--- src/rtl/vga_pkg.sv ---
// Shared constants, types and helpers for the VGA pixel fetch path.
package vga_pkg;
  localparam int HD       = 640;
  localparam int VD       = 480;
  localparam int FB_W_DEF = 320;
  localparam int FB_H_DEF = 240;
  localparam int FB_SIZE  = 76800;

  localparam int X_W     = 10;
  localparam int Y_W     = 9;
  localparam int ADDR_W  = 18;
  localparam int IDX_W   = 4;
  localparam int COLOR_W = 12;

  typedef struct packed {
    logic [3:0] r;
    logic [3:0] g;
    logic [3:0] b;
  } rgb444_t;

  typedef enum logic [1:0] {
    SWAP_IDLE  = 2'd0,
    SWAP_ARMED = 2'd1,
    SWAP_DONE  = 2'd2
  } swap_state_t;

  // Row offset for a 320-wide framebuffer: row*320 = (row<<8) + (row<<6).
  function automatic logic [ADDR_W-1:0] row_base320(input logic [7:0] row);
    logic [ADDR_W-1:0] r18;
    r18 = {10'd0, row};
    return (r18 << 8) + (r18 << 6);
  endfunction
endpackage

--- src/rtl/vga_delay_line.sv ---
// Resettable shift register used to align sync, enable and coordinates with
// the framebuffer/palette pipeline.
module vga_delay_line #(
  parameter int WIDTH = 1,
  parameter int DEPTH = 1
) (
  input  logic             clock,
  input  logic             reset,
  input  logic [WIDTH-1:0] d,
  output logic [WIDTH-1:0] q
);
  logic [WIDTH-1:0] taps [DEPTH];

  // Shift the input through DEPTH registers; reset clears every tap.
  always_ff @(posedge clock or posedge reset) begin
    if (reset) begin
      for (int i = 0; i < DEPTH; i++) taps[i] <= '0;
    end else begin
      taps[0] <= d;
      for (int i = 1; i < DEPTH; i++) taps[i] <= taps[i-1];
    end
  end

  assign q = taps[DEPTH-1];
endmodule

--- src/rtl/vga_pixel_fetch.sv ---
// VGA pixel fetch: framebuffer address generation, palette lookup, sync
// alignment and vsync-synchronised display-buffer swap.
// Optional feature: define VGA_CURSOR_EN to add a 16x16 cursor overlay.
module vga_pixel_fetch
  import vga_pkg::*;
#(
  parameter int          MEM_LAT   = 2,
  parameter int          FB_W      = FB_W_DEF,
  parameter int          FB_H      = FB_H_DEF,
  parameter logic [11:0] CUR_COLOR = 12'hFFF
) (
  input  logic               clock,
  input  logic               reset,
  input  logic [X_W-1:0]     pixel_x,
  input  logic [Y_W-1:0]     pixel_y,
  input  logic               video_enable,
  input  logic               hsync,
  input  logic               vsync,
  output logic [ADDR_W-1:0]  mem_addr,
  input  logic [IDX_W-1:0]   mem_rdata,
  input  logic               pal_we,
  input  logic [IDX_W-1:0]   pal_addr,
  input  logic [COLOR_W-1:0] pal_wdata,
  input  logic               swap_req,
  output logic               swap_ack,
  output logic               disp_buf,
`ifdef VGA_CURSOR_EN
  input  logic [X_W-1:0]     cursor_x,
  input  logic [Y_W-1:0]     cursor_y,
`endif
  output logic [3:0]         vga_r,
  output logic [3:0]         vga_g,
  output logic [3:0]         vga_b,
  output logic               vga_hsync,
  output logic               vga_vsync
);
  // Sync/enable path: MEM_LAT+1 taps here plus the output register give the
  // same MEM_LAT+2 depth as address register + memory + colour register.
  localparam int ALIGN = MEM_LAT + 1;

  logic [ADDR_W-1:0]  addr_next;
  logic [ADDR_W-1:0]  row_off;
  logic [ADDR_W-1:0]  base;
  logic [7:0]         row;
  logic [8:0]         col;
  logic [2:0]         sync_d;
  logic               en_d;
  logic               hs_d;
  logic               vs_d;
  logic [COLOR_W-1:0] palette [16];
  rgb444_t            rgb_q;
  swap_state_t        state;
  logic               vsync_prev;
  logic               vs_rise;
  logic               unused_lsbs;

  // Coordinates are 2x scaled, so their LSBs never reach the address.
  assign unused_lsbs = pixel_x[0] ^ pixel_y[0];

  // Framebuffer word address of the current pixel in the displayed buffer.
  always_comb begin
    row = pixel_y[8:1];
    col = pixel_x[9:1];
    if (FB_W == 320) begin
      row_off = row_base320(row);
    end else begin
      row_off = ADDR_W'(row) * ADDR_W'(FB_W);
    end
    if (disp_buf) begin
      base = ADDR_W'(FB_W * FB_H);
    end else begin
      base = 18'd0;
    end
    addr_next = base + row_off + {9'd0, col};
  end

  // Stage A: register the address while visible, hold it during blanking.
  always_ff @(posedge clock or posedge reset) begin
    if (reset) begin
      mem_addr <= 18'd0;
    end else if (video_enable) begin
      mem_addr <= addr_next;
    end else begin
      mem_addr <= mem_addr;
    end
  end

  vga_delay_line #(.WIDTH(3), .DEPTH(ALIGN)) u_sync_dly (
    .clock (clock),
    .reset (reset),
    .d     ({video_enable, hsync, vsync}),
    .q     (sync_d)
  );

  assign en_d = sync_d[2];
  assign hs_d = sync_d[1];
  assign vs_d = sync_d[0];

`ifdef VGA_CURSOR_EN
  logic [X_W+Y_W-1:0] coord_d;
  logic [X_W-1:0]     px_d;
  logic [Y_W-1:0]     py_d;
  logic               cur_hit;

  vga_delay_line #(.WIDTH(X_W+Y_W), .DEPTH(ALIGN)) u_coord_dly (
    .clock (clock),
    .reset (reset),
    .d     ({pixel_x, pixel_y}),
    .q     (coord_d)
  );

  assign px_d = coord_d[X_W+Y_W-1:Y_W];
  assign py_d = coord_d[Y_W-1:0];

  // Cursor box test on the aligned coordinates; widened to avoid wrap.
  always_comb begin
    if (({1'b0, px_d} >= {1'b0, cursor_x}) &&
        ({1'b0, px_d} <  ({1'b0, cursor_x} + 11'd16)) &&
        ({1'b0, py_d} >= {1'b0, cursor_y}) &&
        ({1'b0, py_d} <  ({1'b0, cursor_y} + 10'd16))) begin
      cur_hit = 1'b1;
    end else begin
      cur_hit = 1'b0;
    end
  end
`endif

  // Palette RAM: synchronous write, not cleared by reset.
  always_ff @(posedge clock) begin
    if (pal_we) palette[pal_addr] <= pal_wdata;
  end

  // Stage C: palette lookup onto the colour pins, blanked outside video.
  always_ff @(posedge clock or posedge reset) begin
    if (reset) begin
      rgb_q     <= 12'h000;
      vga_hsync <= 1'b0;
      vga_vsync <= 1'b0;
    end else begin
      vga_hsync <= hs_d;
      vga_vsync <= vs_d;
      if (!en_d) begin
        rgb_q <= 12'h000;
`ifdef VGA_CURSOR_EN
      end else if (cur_hit) begin
        rgb_q <= rgb444_t'(CUR_COLOR);
`endif
      end else begin
        rgb_q <= rgb444_t'(palette[mem_rdata]);
      end
    end
  end

  assign vga_r = rgb_q.r;
  assign vga_g = rgb_q.g;
  assign vga_b = rgb_q.b;

  assign vs_rise = vsync & ~vsync_prev;

  // Swap FSM: arm on request, flip the displayed buffer on a raw vsync rise.
  always_ff @(posedge clock or posedge reset) begin
    if (reset) begin
      state      <= SWAP_IDLE;
      swap_ack   <= 1'b0;
      disp_buf   <= 1'b0;
      vsync_prev <= 1'b0;
    end else begin
      vsync_prev <= vsync;
      case (state)
        SWAP_IDLE: begin
          swap_ack <= 1'b0;
          if (swap_req) state <= SWAP_ARMED;
        end
        SWAP_ARMED: begin
          swap_ack <= 1'b0;
          if (!swap_req) begin
            state <= SWAP_IDLE;
          end else if (vs_rise) begin
            state    <= SWAP_DONE;
            swap_ack <= 1'b1;
            disp_buf <= ~disp_buf;
          end
        end
        SWAP_DONE: begin
          swap_ack <= 1'b0;
          state    <= SWAP_IDLE;
        end
        default: begin
          swap_ack <= 1'b0;
          state    <= SWAP_IDLE;
        end
      endcase
    end
  end
endmodule
--- config.mk ---
export PLATFORM = sky130hd
export DESIGN_NAME = vga_pixel_fetch
export DESIGN_NICKNAME = d
export VERILOG_FILES = /design/src/rtl/vga_pkg.sv /design/src/rtl/vga_delay_line.sv /design/src/rtl/vga_pixel_fetch.sv
export SDC_FILE = /design/constraint.sdc
export NUM_CORES = 1
export LEC_CHECK = 0
export ABC_AREA = 1
export BUFFER_PORTS_ARGS = -buffer_cell sky130_fd_sc_hd__buf_2
export CAP_MARGIN = 20
export CELL_PAD_IN_SITES_DETAIL_PLACEMENT = 0
export CELL_PAD_IN_SITES_GLOBAL_PLACEMENT = 1
export CORE_ASPECT_RATIO = 1.75
export CORE_MARGIN = 2
export CORE_UTILIZATION = 51
export DETAILED_ROUTE_END_ITERATION = 16
export PLACE_DENSITY = 0.86
export SYNTH_ARGS = -nofsm -noshare
export SYNTH_HDL_FRONTEND = slang
export SYNTH_SLANG_ARGS = --single-unit
--- constraint.sdc ---
create_clock -name clock -period 3.2 [get_ports clock]
set_input_delay 0.48 -clock clock [delete_from_list [all_inputs] [get_ports clock]]
set_output_delay 0.48 -clock clock [all_outputs]
set_load 0.1 [all_outputs]
[After elaboration in Yosys (flattened, before gate mapping)]
Memories as Yosys holds them, arrays and structs flattened.
Cells that the tools add are included.
Storage, ports and cells
  flip-flop bits (word level): 46
  bits in latches: 0
  RAM bits: 192
  memory bits (read-only): 0
  input bits: 46
  output and inout port bits: 34
  word-level logic and storage cells: 37
  memories: 1
Memories
  palette: words 16, bits a word 12, read ports 1, clocked after memory_dff 0, wr ports 1, RTL line vga_pixel_fetch.sv:50  | logic [COLOR_W-1:0] palette [16];
Cells by class
  add/subtract/negate cells: 3
  multiply operators: 0
  divide/modulo/power cells: 0
  order comparisons: 0
  equal/unequal tests: 3
  shift operators: 0
  multiplexer cells: 11
  bitwise gates (word level): 3
  reductions and logical operators: 3
Operators by type and width (count)
  $add 17x17->18: 1
  $add 18x9->18: 1
  $add 16x14->17: 1
  $mux 17: 1
  $mux 12: 1
  $mux 2: 3
  $mux 1: 5
  $pmux 2 s2: 1
  $ne 3x3->1 const B: 1
  $reduce_and 3->1: 1
  $eq 2x1->1 const B: 1
  $logic_not 2->1: 1
  $ne 2x2->1 const B: 1
  $not 1->1: 2
  $reduce_and 2->1: 1
  $and 1x1->1: 1

[Logic depth before layout (Yosys ltp)]
Gate-level depths: netlist of the first run.
  depth in word-level cells: 5
  gate-level depth with buffers: 13

[Cells and area by module]
Synthesis of the first run repeated with hierarchy kept, for this count alone.
Unflattened totals
  cell total of the unflattened synthesis: 898
  area, all modules: 9932.0 µm²
Modules (own cells, without submodules)
  vga_pixel_fetch: instances 1, cells each 885, area an instance 9680.5 µm², seq. area each 6691.4 µm²
  vga_delay_line: instances 1, cells each 13, area an instance 251.5 µm², seq. area each 225.2 µm²

[Worst setup path after synthesis of the first run]
OpenSTA, ideal clock, no wires.
  kind: register to register
  start: register disp_buf
  end: register mem_addr[16]
  setup time: 0.120 ns
  arrival: 2.617 ns
  data required time: 3.080 ns
  slack: 0.463 ns
  stages on the path, launching flop included: 12
  buffers on the path: 0
  period minus slack after synthesis: 2.737 ns
  cells stage by stage: dfrtp_1 > inv_1 > fa_1 > inv_1 > ha_1 > nand2_1 > nor2_1 > nand3_1 > nand3_1 > nand2_1 > nand3_1 > nand2_1
Between the ends
  cells in the longest elaborated chain, start to end: 3
Ends and longest elaborated chain
  start: declaration: RTL line vga_pixel_fetch.sv:26  | output logic disp_buf,
  start signal: assignment: RTL line vga_pixel_fetch.sv:181  | disp_buf <= ~disp_buf;
  $mux 17: RTL line vga_pixel_fetch.sv:69  | if (disp_buf) begin
  $add 17x17->18: RTL line vga_pixel_fetch.sv:74  | addr_next = base + row_off + {9'd0, col};
  $add 18x9->18: RTL line vga_pixel_fetch.sv:74
  end signal: assignment: RTL line vga_pixel_fetch.sv:82  | mem_addr <= addr_next;
  end signal: assignment: RTL line vga_pixel_fetch.sv:84  | mem_addr <= mem_addr;
  end: declaration: RTL line vga_pixel_fetch.sv:19  | output logic [ADDR_W-1:0] mem_addr,
Every way passes these cells.
A chain may end at the register's enable or synchronous reset.

[Worst setup path after layout of the first run]
  start: register disp_buf
  end: register mem_addr[17]
Same word-level chain as after synthesis.

==> results by group, run 1 <==
Synthesis
  • FF+latch count, synth: 237
  • Synth Cell Area: 9870 sq um
  • Mapped Cells: 890
  • Number of distinct library cells after synthesis: 26
  • Syn_nets: 953
  • Sequential fraction of the synthesis area: 69.8%
  • Warnings, synthesis: 0
  • Avg Inst Size Synth: 11.1 sq um

Floorplan
  • Core area: 19,000 sq um
  • Starting density of the core: 51.9%
  • Die W: 109 um
  • Die Area: 20,500 sq um
  • Cell Rows: 67
  • I/O pin cnt: 80
  • DIE HEIGHT: 188 um

Worst setup path
  • CP Cell Sequence: fa_1 > ha_1 > nand2_1 > o21ai_0 > nand2_1 > nand2_1 > nand2_1 > o21ai_0
  • Worst path slowest cell: dfrtp_1
  • Crit path launch type: flop
  • Kind of critical path: flop to flop
  • Buf/Inv on CP: 0
  • CP Data Arrival Time: 2.79 ns
  • Max FO, Critical Path: 7
  • Top delay family on crit path: adder cells
  • Slowest stage delay, CP: 0.53 ns
  • CP required: 3.60 ns
  • Crit end category: flop
  • Most used cell, CP: nand2_1

Timing
  • Fin crit period: 2.39 ns
  • Final hold viol count: 0
  • Final Max Slew Viols: 0
  • Fmax: 419 MHz
  • Setup violators final: 0
  • Slew HR: 51.5%
  • Clock Skew: 0.00997 ns
  • Period utilisation layout: 74.6%
  • Slew @ Worst Pin: 0.727 ns
  • Setup TNS: 0 ns
  • RSZ-0062 raised after global routing: false

Placed design
  • Inst Count DP: 1,189
  • Hpwl dp: 12,800 um
  • RD Place Congestion: 0.818
  • Number of I/O port buffers: 77

Cells and area
  • # nets final: 1,036
  • N_diodes: 0
  • Fin cells: 1,228
  • Share of layout cells above drive strength 1: 13.9%
  • Leading cell type in the layout, fill and taps excluded: nand2_1
  • Area Growth Syn to Fin: 14.1%
  • Commonest non-fill, non-tap cells in the layout: nand2_1, edfxtp_1, nor2_1, nand3_1, buf_2

CTS
  • Root Driver: clkbuf_16
  • CTS max path bufs: 3
  • Postcts setup bufs: 0
  • H-tree Lvls: 1
  • CTS tree: built
  • Clock-pin slew on the worst setup and hold paths: 0.07 ns
  • Worst-skew pair later-pin latency: 0.49 ns
  • CTS Buf Count: 21
  • Clock tree sinks: 237

GRT
  • Grt ovf: 0
  • First-pass GRT wire length: 33,100 um
  • Initial antenna violation count: 0
  • Largest net degree at the start of global routing: 97
  • Vias in the first global route: 6,236
  • GRT Resource Usage Total: 21.5%

Drt
  • Vias per std cell: 5.30
  • Initial drt markers: 531
  • First-pass iteration count of the detailed router: 5
  • Final ANT Viol Nets: 0
  • WL/cell: 17.3 um
  • DRC: 0
  • Post-Route WL: 21,300 um
  • DR vias: 6,509

Power and ir drop
  • Seq pwr share: 46.9%
  • Psw: 2.22 mW
  • LEAKAGE: 4.66 nW
  • Sw Share: 29.4%
  • P_int: 5.33 mW
  • Combinational Power Share: 19.0%
  • Clock power share: 34.0%
  • Worst VDD drop: 0.000504 V
  • Power density over cell area: 671 nW/um^2

Job
  • Max-Cap Viols: 0

Hold path
  • Hold Crit Class: input port to flop

Status
  • Status: finished clean
-- worst paths after layout --
path | startpoint | cells after the start | slack, ns | to
max | disp_buf | 8 | 0.81 | mem_addr[17]
min | hsync | 1 | 0.1 | u_sync_dly.taps[7]
max reg2reg | disp_buf | 8 | 0.81 | mem_addr[17]
min reg2reg | u_sync_dly.taps[8] | 0 | 0.35 | u_sync_dly.taps[5]
max in group asynchronous | reset | 4 | 2.17 | u_sync_dly.q[2]
min in group asynchronous | reset | 3 | 0.53 | mem_addr[17]
-- Yosys cell counts --
| library cell | instances | area share [%] |
|---|---|---|
| o21ai_1 | 4 | 0.20 |
| buf_4 | 3 | 0.23 |
| xnor2_1 | 1 | 0.089 |
| o21a_1 | 1 | 0.076 |
| o21ai_0 | 51 | 2.6 |
| nor4_1 | 2 | 0.13 |
| nand3b_1 | 4 | 0.30 |
| nand3_1 | 94 | 4.8 |
| nor2_1 | 121 | 4.6 |
| nand2_1 | 242 | 9.2 |
| xor2_1 | 3 | 0.27 |
| inv_4 | 1 | 0.063 |
| ha_1 | 12 | 1.5 |
| inv_2 | 1 | 0.038 |
| inv_1 | 50 | 1.9 |
| buf_6 | 7 | 0.80 |
| clkbuf_1 | 15 | 0.57 |
| a21boi_0 | 1 | 0.076 |
| buf_2 | 14 | 0.71 |
| edfxtp_1 | 192 | 58 |
| buf_1 | 3 | 0.11 |
| nor3_1 | 1 | 0.051 |
| nand4_1 | 1 | 0.063 |
| dfrtp_1 | 45 | 11 |
| a21oi_1 | 16 | 0.81 |
| fa_1 | 5 | 1.0 |
-- stage by stage --
stage | cell area, sq um | total power [mW] | worst slack, ns | hold WS, ns | utilization [%]
3_5_place_dp | 10500 | 5.05 | 0.582 | 0.335 | 55.3
2_1_floorplan | 9870 | 4.73 | 0.463 | 0.331 | -
4_1_cts | 11200 | 7.60 | 0.771 | 0.0882 | 59.0
5_1_grt | 11300 | 7.84 | 0.608 | 0.0833 | 59.2
3_3_place_gp | 10500 | 5.03 | 0.621 | 0.332 | 55.3
6_report | 11300 | 7.55 | 0.812 | 0.0996 | 59.2
-- power by group through the flow --
stage,Sequential [mW],Combinational (mW),Clock (mW)
2_1_floorplan,4.19,0.542,0
3_3_place_gp,3.61,1.42,0
3_5_place_dp,3.61,1.44,0
4_1_cts,3.55,1.44,2.61
5_1_grt,3.56,1.56,2.72
6_report,3.54,1.44,2.57
-- cells by family (layout without fill, tap and decap cells) --
kind of cell / count (synthesis) / after routing / share of synthesized area, %
xor+xnor: 4 / 4 / 0.355
buf+inv: 94 / 191 / 4.42
flops: 237 / 237 / 69.8
simple gates: 465 / 465 / 19.1
fa+ha+maj: 17 / 17 / 2.54
compound gates: 73 / 73 / 3.75
-- flip-flops by register name, summed over array words and instances, names as in the netlist --
| name | cells |
|---|---|
| vga_hsync | 1 |
| vga_g | 4 |
| vga_vsync | 1 |
| vga_r | 4 |
| palette | 192 |
| u_sync_dly.q | 3 |
| state | 2 |
| u_sync_dly.taps | 6 |
| vga_b | 4 |
| mem_addr | 18 |
| disp_buf | 1 |
| swap_ack | 1 |
-- area by class of cell --
| type | count | area, sq um |
|---|---|---|
| flip-flops and latches | 237 | 6890 |
| inverters | 52 | 198 |
| fillers | 1534 | 7770 |
| repair buffers | 102 | 613 |
| clock inverters | 9 | 123 |
| well taps | 241 | 302 |
| multi-input cells | 559 | 2540 |
| clock buffers | 28 | 592 |
-- repair_timing --
item | CTS | global route
hold buffers | 0 | 1
hold endpoints to repair | 0 | 8
gates resized for setup | 0 | 0
-- routing by layer --
| metal | global-route usage (%) | vias to the layer above | routed length [um] |
|---|---|---|---|
| met5 | 0 | - | 0 |
| met4 | 7.99 | 0 | 768 |
| met3 | 3.13 | 52 | 1360 |
| met2 | 38.9 | 238 | 11300 |
| met1 | 25.3 | 3068 | 7900 |
| li1 | - | 3151 | - |
-- worst reg2reg max path, delay by kind of cell (launching register included) --
family | cells | cell delay (ns)
simple gates | 4 | 0.37
fa+ha+maj | 2 | 0.85
compound gates | 2 | 0.56
flops | 1 | 0.53
Power figures use the tool's default switching activity.
==> inputs of run 2 (changes only) <==
- ABC_AREA: 1 -> 0
- PLACE_DENSITY: 0.86 -> 0.81
- clock period: 3.2 -> 2.49 ns (I/O delays scaled with it)
==> run 2 against run 1 <==
Effect of this change: first-iteration DRC count is 13% lower; critical endpoint is now mem_addr[14]; global-route usage down 1.4 points; critical path depth shrank 1; total power rose by 30%; maximum frequency is 0.56% higher; largest power group unchanged; die area shrank 4.3%; non-clock buffer count rose by 16; clock-buffer cell count grew 2.
==> results by group, run 2 <==
GRT
  • GRT Resource Usage Total: 20.1% (was 21.5%)
  • Grt ovf: 0 (unchanged)
  • Initial antenna violation count: 0 (unchanged)
  • Vias in the first global route: 5,359 (was 6,236)
  • Largest net degree at the start of global routing: 46 (was 97)
  • First-pass GRT wire length: 29,400 um (was 33,100 um)

Cells and area
  • Share of layout cells above drive strength 1: 32.1% (was 13.9%)
  • Top Registers: palette x192, mem_addr x18, u_sync_dly.taps x6 (unchanged)
  • Largest Register: palette (unchanged)
  • Final core occ: 61.3% (was 59.2%)
  • N_diodes: 0 (unchanged)
  • Leading cell type in the layout, fill and taps excluded: edfxtp_1 (was nand2_1)
  • Area Growth Syn to Fin: 17.4% (was 14.1%)
  • # nets final: 692 (was 1,036)
  • Fillers: 1,337 (was 1,534)
  • Number of flip-flops in the largest register: 192 (unchanged)
  • Fin cells: 879 (was 1,228)
  • Commonest non-fill, non-tap cells in the layout: edfxtp_1, buf_2, dfrtp_1, buf_4, mux4_2 (was nand2_1, edfxtp_1, nor2_1, nand3_1, buf_2)

Synthesis
  • Post-synth EDFFs: 192 (unchanged)
  • Avg Inst Size Synth: 18.5 sq um (was 11.1 sq um)
  • Mapped Cells: 509 (was 890)
  • Syn_nets: 572 (was 953)
  • Number of distinct library cells after synthesis: 46 (was 26)
  • Area share of the largest cell type after synthesis: 61.1% (was 58.4%)
  • Synth Cell Area: 9430 sq um (was 9870 sq um)
  • Sequential fraction of the synthesis area: 73.1% (was 69.8%)
  • Post-synthesis async set-or-reset flop share: 19.0% (unchanged)
  • Primary FF master, synth: edfxtp_1 (unchanged)
  • Synth area leader: edfxtp_1 (unchanged)
  • FF+latch count, synth: 237 (unchanged)
  • Warnings, synthesis: 0 (unchanged)
  • Commonest cells in the netlist: edfxtp_1, dfrtp_1, mux4_2 (was nand2_1, edfxtp_1, nor2_1)
  • Top post-synthesis cells by area: edfxtp_1, dfrtp_1, mux4_2 (was edfxtp_1, dfrtp_1, nand2_1)
  • Top-count cell post-synth: edfxtp_1 (was nand2_1)

Timing
  • Final hold viol count: 0 (unchanged)
  • Slew @ Worst Pin: 0.581 ns (was 0.727 ns)
  • Slew HR: 61.3% (was 51.5%)
  • Clock Skew: 0.00686 ns (was 0.00997 ns)
  • Setup TNS: 0 ns (unchanged)
  • Final Max Slew Viols: 0 (unchanged)
  • Fin crit period: 2.37 ns (was 2.39 ns)
  • Setup ws final: 0.115 ns (was 0.812 ns)
  • Fmax: 421 MHz (was 419 MHz)
  • Period utilisation layout: 95.4% (was 74.6%)
  • Setup violators final: 0 (unchanged)

Worst setup path
  • Slowest stage delay, CP: 0.51 ns (was 0.53 ns)
  • Crit end category: flop (unchanged)
  • R2R Setup Slk: 0.12 ns (was 0.81 ns)
  • Kind of critical path: flop to flop (unchanged)
  • CP Data Arrival Time: 2.75 ns (was 2.79 ns)
  • Reg-to-reg endpoint: mem_addr[14] (was mem_addr[17])
  • CP Cell Sequence: fa_1 > ha_1 > o21ai_0 > o21bai_1 > o32ai_1 > xor2_1 > a21oi_1 (was fa_1 > ha_1 > nand2_1 > o21ai_0 > nand2_1 > nand2_1 > nand2_1 > o21ai_0)
  • Reg2Reg Launch Point: disp_buf (unchanged)
  • Max FO, Critical Path: 4 (was 7)
  • Worst path slowest cell: dfrtp_4 (was dfrtp_1)
  • CP required: 2.86 ns (was 3.60 ns)
  • Worst Reg-to-Reg Cells: 7 (was 8)
  • Crit path launch type: flop (unchanged)
  • Crit path from: disp_buf (unchanged)

CTS
  • CTS max path bufs: 3 (unchanged)
  • Clock-pin slew on the worst setup and hold paths: 0.06 ns (was 0.07 ns)
  • Root Driver: clkbuf_16 (unchanged)
  • CTS tree: built (unchanged)
  • Postcts setup bufs: 0 (unchanged)
  • Clock tree sinks: 237 (unchanged)
  • H-tree Lvls: 1 (unchanged)
  • CTS Buf Count: 22 (was 21)
  • Worst-skew pair later-pin latency: 0.50 ns (was 0.49 ns)

Floorplan
  • I/O pin cnt: 80 (unchanged)
  • Cell Rows: 65 (was 67)
  • Starting density of the core: 52.2% (was 51.9%)
  • Core area: 18,100 sq um (was 19,000 sq um)
  • DIE HEIGHT: 184 um (was 188 um)
  • Die W: 107 um (was 109 um)
  • Die Area: 19,600 sq um (was 20,500 sq um)

Drt
  • Vias per std cell: 5.70 (was 5.30)
  • DR vias: 5,008 (was 6,509)
  • WL/cell: 21.6 um (was 17.3 um)
  • Initial drt markers: 462 (was 531)
  • Final ANT Viol Nets: 0 (unchanged)
  • First-pass iteration count of the detailed router: 4 (was 5)
  • Post-Route WL: 19,000 um (was 21,300 um)
  • DRC: 0 (unchanged)

Power and ir drop
  • LEAKAGE: 4.11 nW (was 4.66 nW)
  • Worst VDD drop: 0.000728 V (was 0.000504 V)
  • Power after layout: 9.81 mW (was 7.55 mW)
  • Power density over cell area: 886 nW/um^2 (was 671 nW/um^2)

Placed design
  • RD Place Congestion: 0.837 (was 0.818)
  • Number of I/O port buffers: 77 (unchanged)
  • Inst Count DP: 835 (was 1,189)
  • Setup WS pre-CTS: -0.263 ns (was 0.582 ns)
  • Hpwl dp: 12,300 um (was 12,800 um)

Hold path
  • Worst Hold Path Cells: 2 (was 1)
  • Hold_sp: pixel_x[3] (was hsync)
  • Worst hold path endpoint: mem_addr[2] (was u_sync_dly.taps[7])
  • Hold Crit Class: input port to flop (unchanged)

Status
  • Status: finished clean (unchanged)

Job
  • Max-Cap Viols: 0 (unchanged)
-- run 2: cell count changes in the layout (fill, tap and decap cells not counted), moves of 15 or more --
cell,change
nand3_1,-89
mux2i_1,+27
nand2_1,-232
buf_4,+15
inv_1,-38
o21ai_0,-48
mux4_2,+34
nor2_1,-97
-- run 2: cells by family after synthesis --
logic type / after synthesis / synth area share [%]
compound gates: 65 / 5.10
xor+xnor: 7 / 0.650
fa+ha+maj: 17 / 2.65
buf+inv: 36 / 2.04
flops: 237 / 73.1
mux: 76 / 12.8
simple gates: 71 / 3.69
-- run 2: report_power, final --
group	total, mW	internal [mW]	switching (mW)
Clock	3.24	1.86	1.37
Sequential	4.57	4.48	0.0840
Combinational	2.01	0.574	1.44
Total	9.81	6.92	2.89
-- run 2: repair_timing --
item                                    in CTS  in global routing
hold buffers                                 2                  1
endpoints found under the setup margin       0                  4
resized for setup                            0                  4
endpoints found under the hold margin        2                 17
-- run 2: metal layers --
metal / track usage [%] / vias to the layer above / part of all wire, %
met4: 6.18 / 0 / 1.8
met2: 37.0 / 154 / 56
met1: 24.0 / 2566 / 36
met3: 3.01 / 28 / 5.6
met5: 0 / - / 0
li1: - / 2260 / -
-- run 2: worst max path at each step --
stage / cells after the start / end
6_report: 7 / mem_addr[14]
5_1_grt: 7 / mem_addr[14]
4_1_cts: 7 / mem_addr[13]
2_1_floorplan: 9 / mem_addr[16]
3_5_place_dp: 9 / mem_addr[15]
3_3_place_gp: 9 / mem_addr[15]
-- run 2: layout make-up --
| cell class | count | area (sq um) | share of cell area (%) |
|---|---|---|---|
| clock inverter | 10 | 83.8 | 0.757 |
| multi-input combinational | 236 | 2390 | 21.5 |
| clock buffer | 30 | 622 | 5.62 |
| tap | 234 | 293 | 2.64 |
| timing repair buffer | 118 | 741 | 6.69 |
| inverter | 14 | 52.6 | 0.475 |
| sequential | 237 | 6900 | 62.3 |
-- run 2: stage by stage --
step | area, sq um | hold slack (ns)
after floorplan | 9430 | 0.331
after global placement | 10300 | 0.334
after detailed placement | 10300 | 0.336
after CTS | 11000 | 0.0968
after global routing | 11100 | 0.105
final | 11100 | 0.109
-- run 2: critical path: cells and delay by family (launching register included) --
family          cells  cell delay (ns)
fa+ha+maj           2             0.79
flops               1             0.51
compound gates      4             0.77
xor+xnor            1             0.18
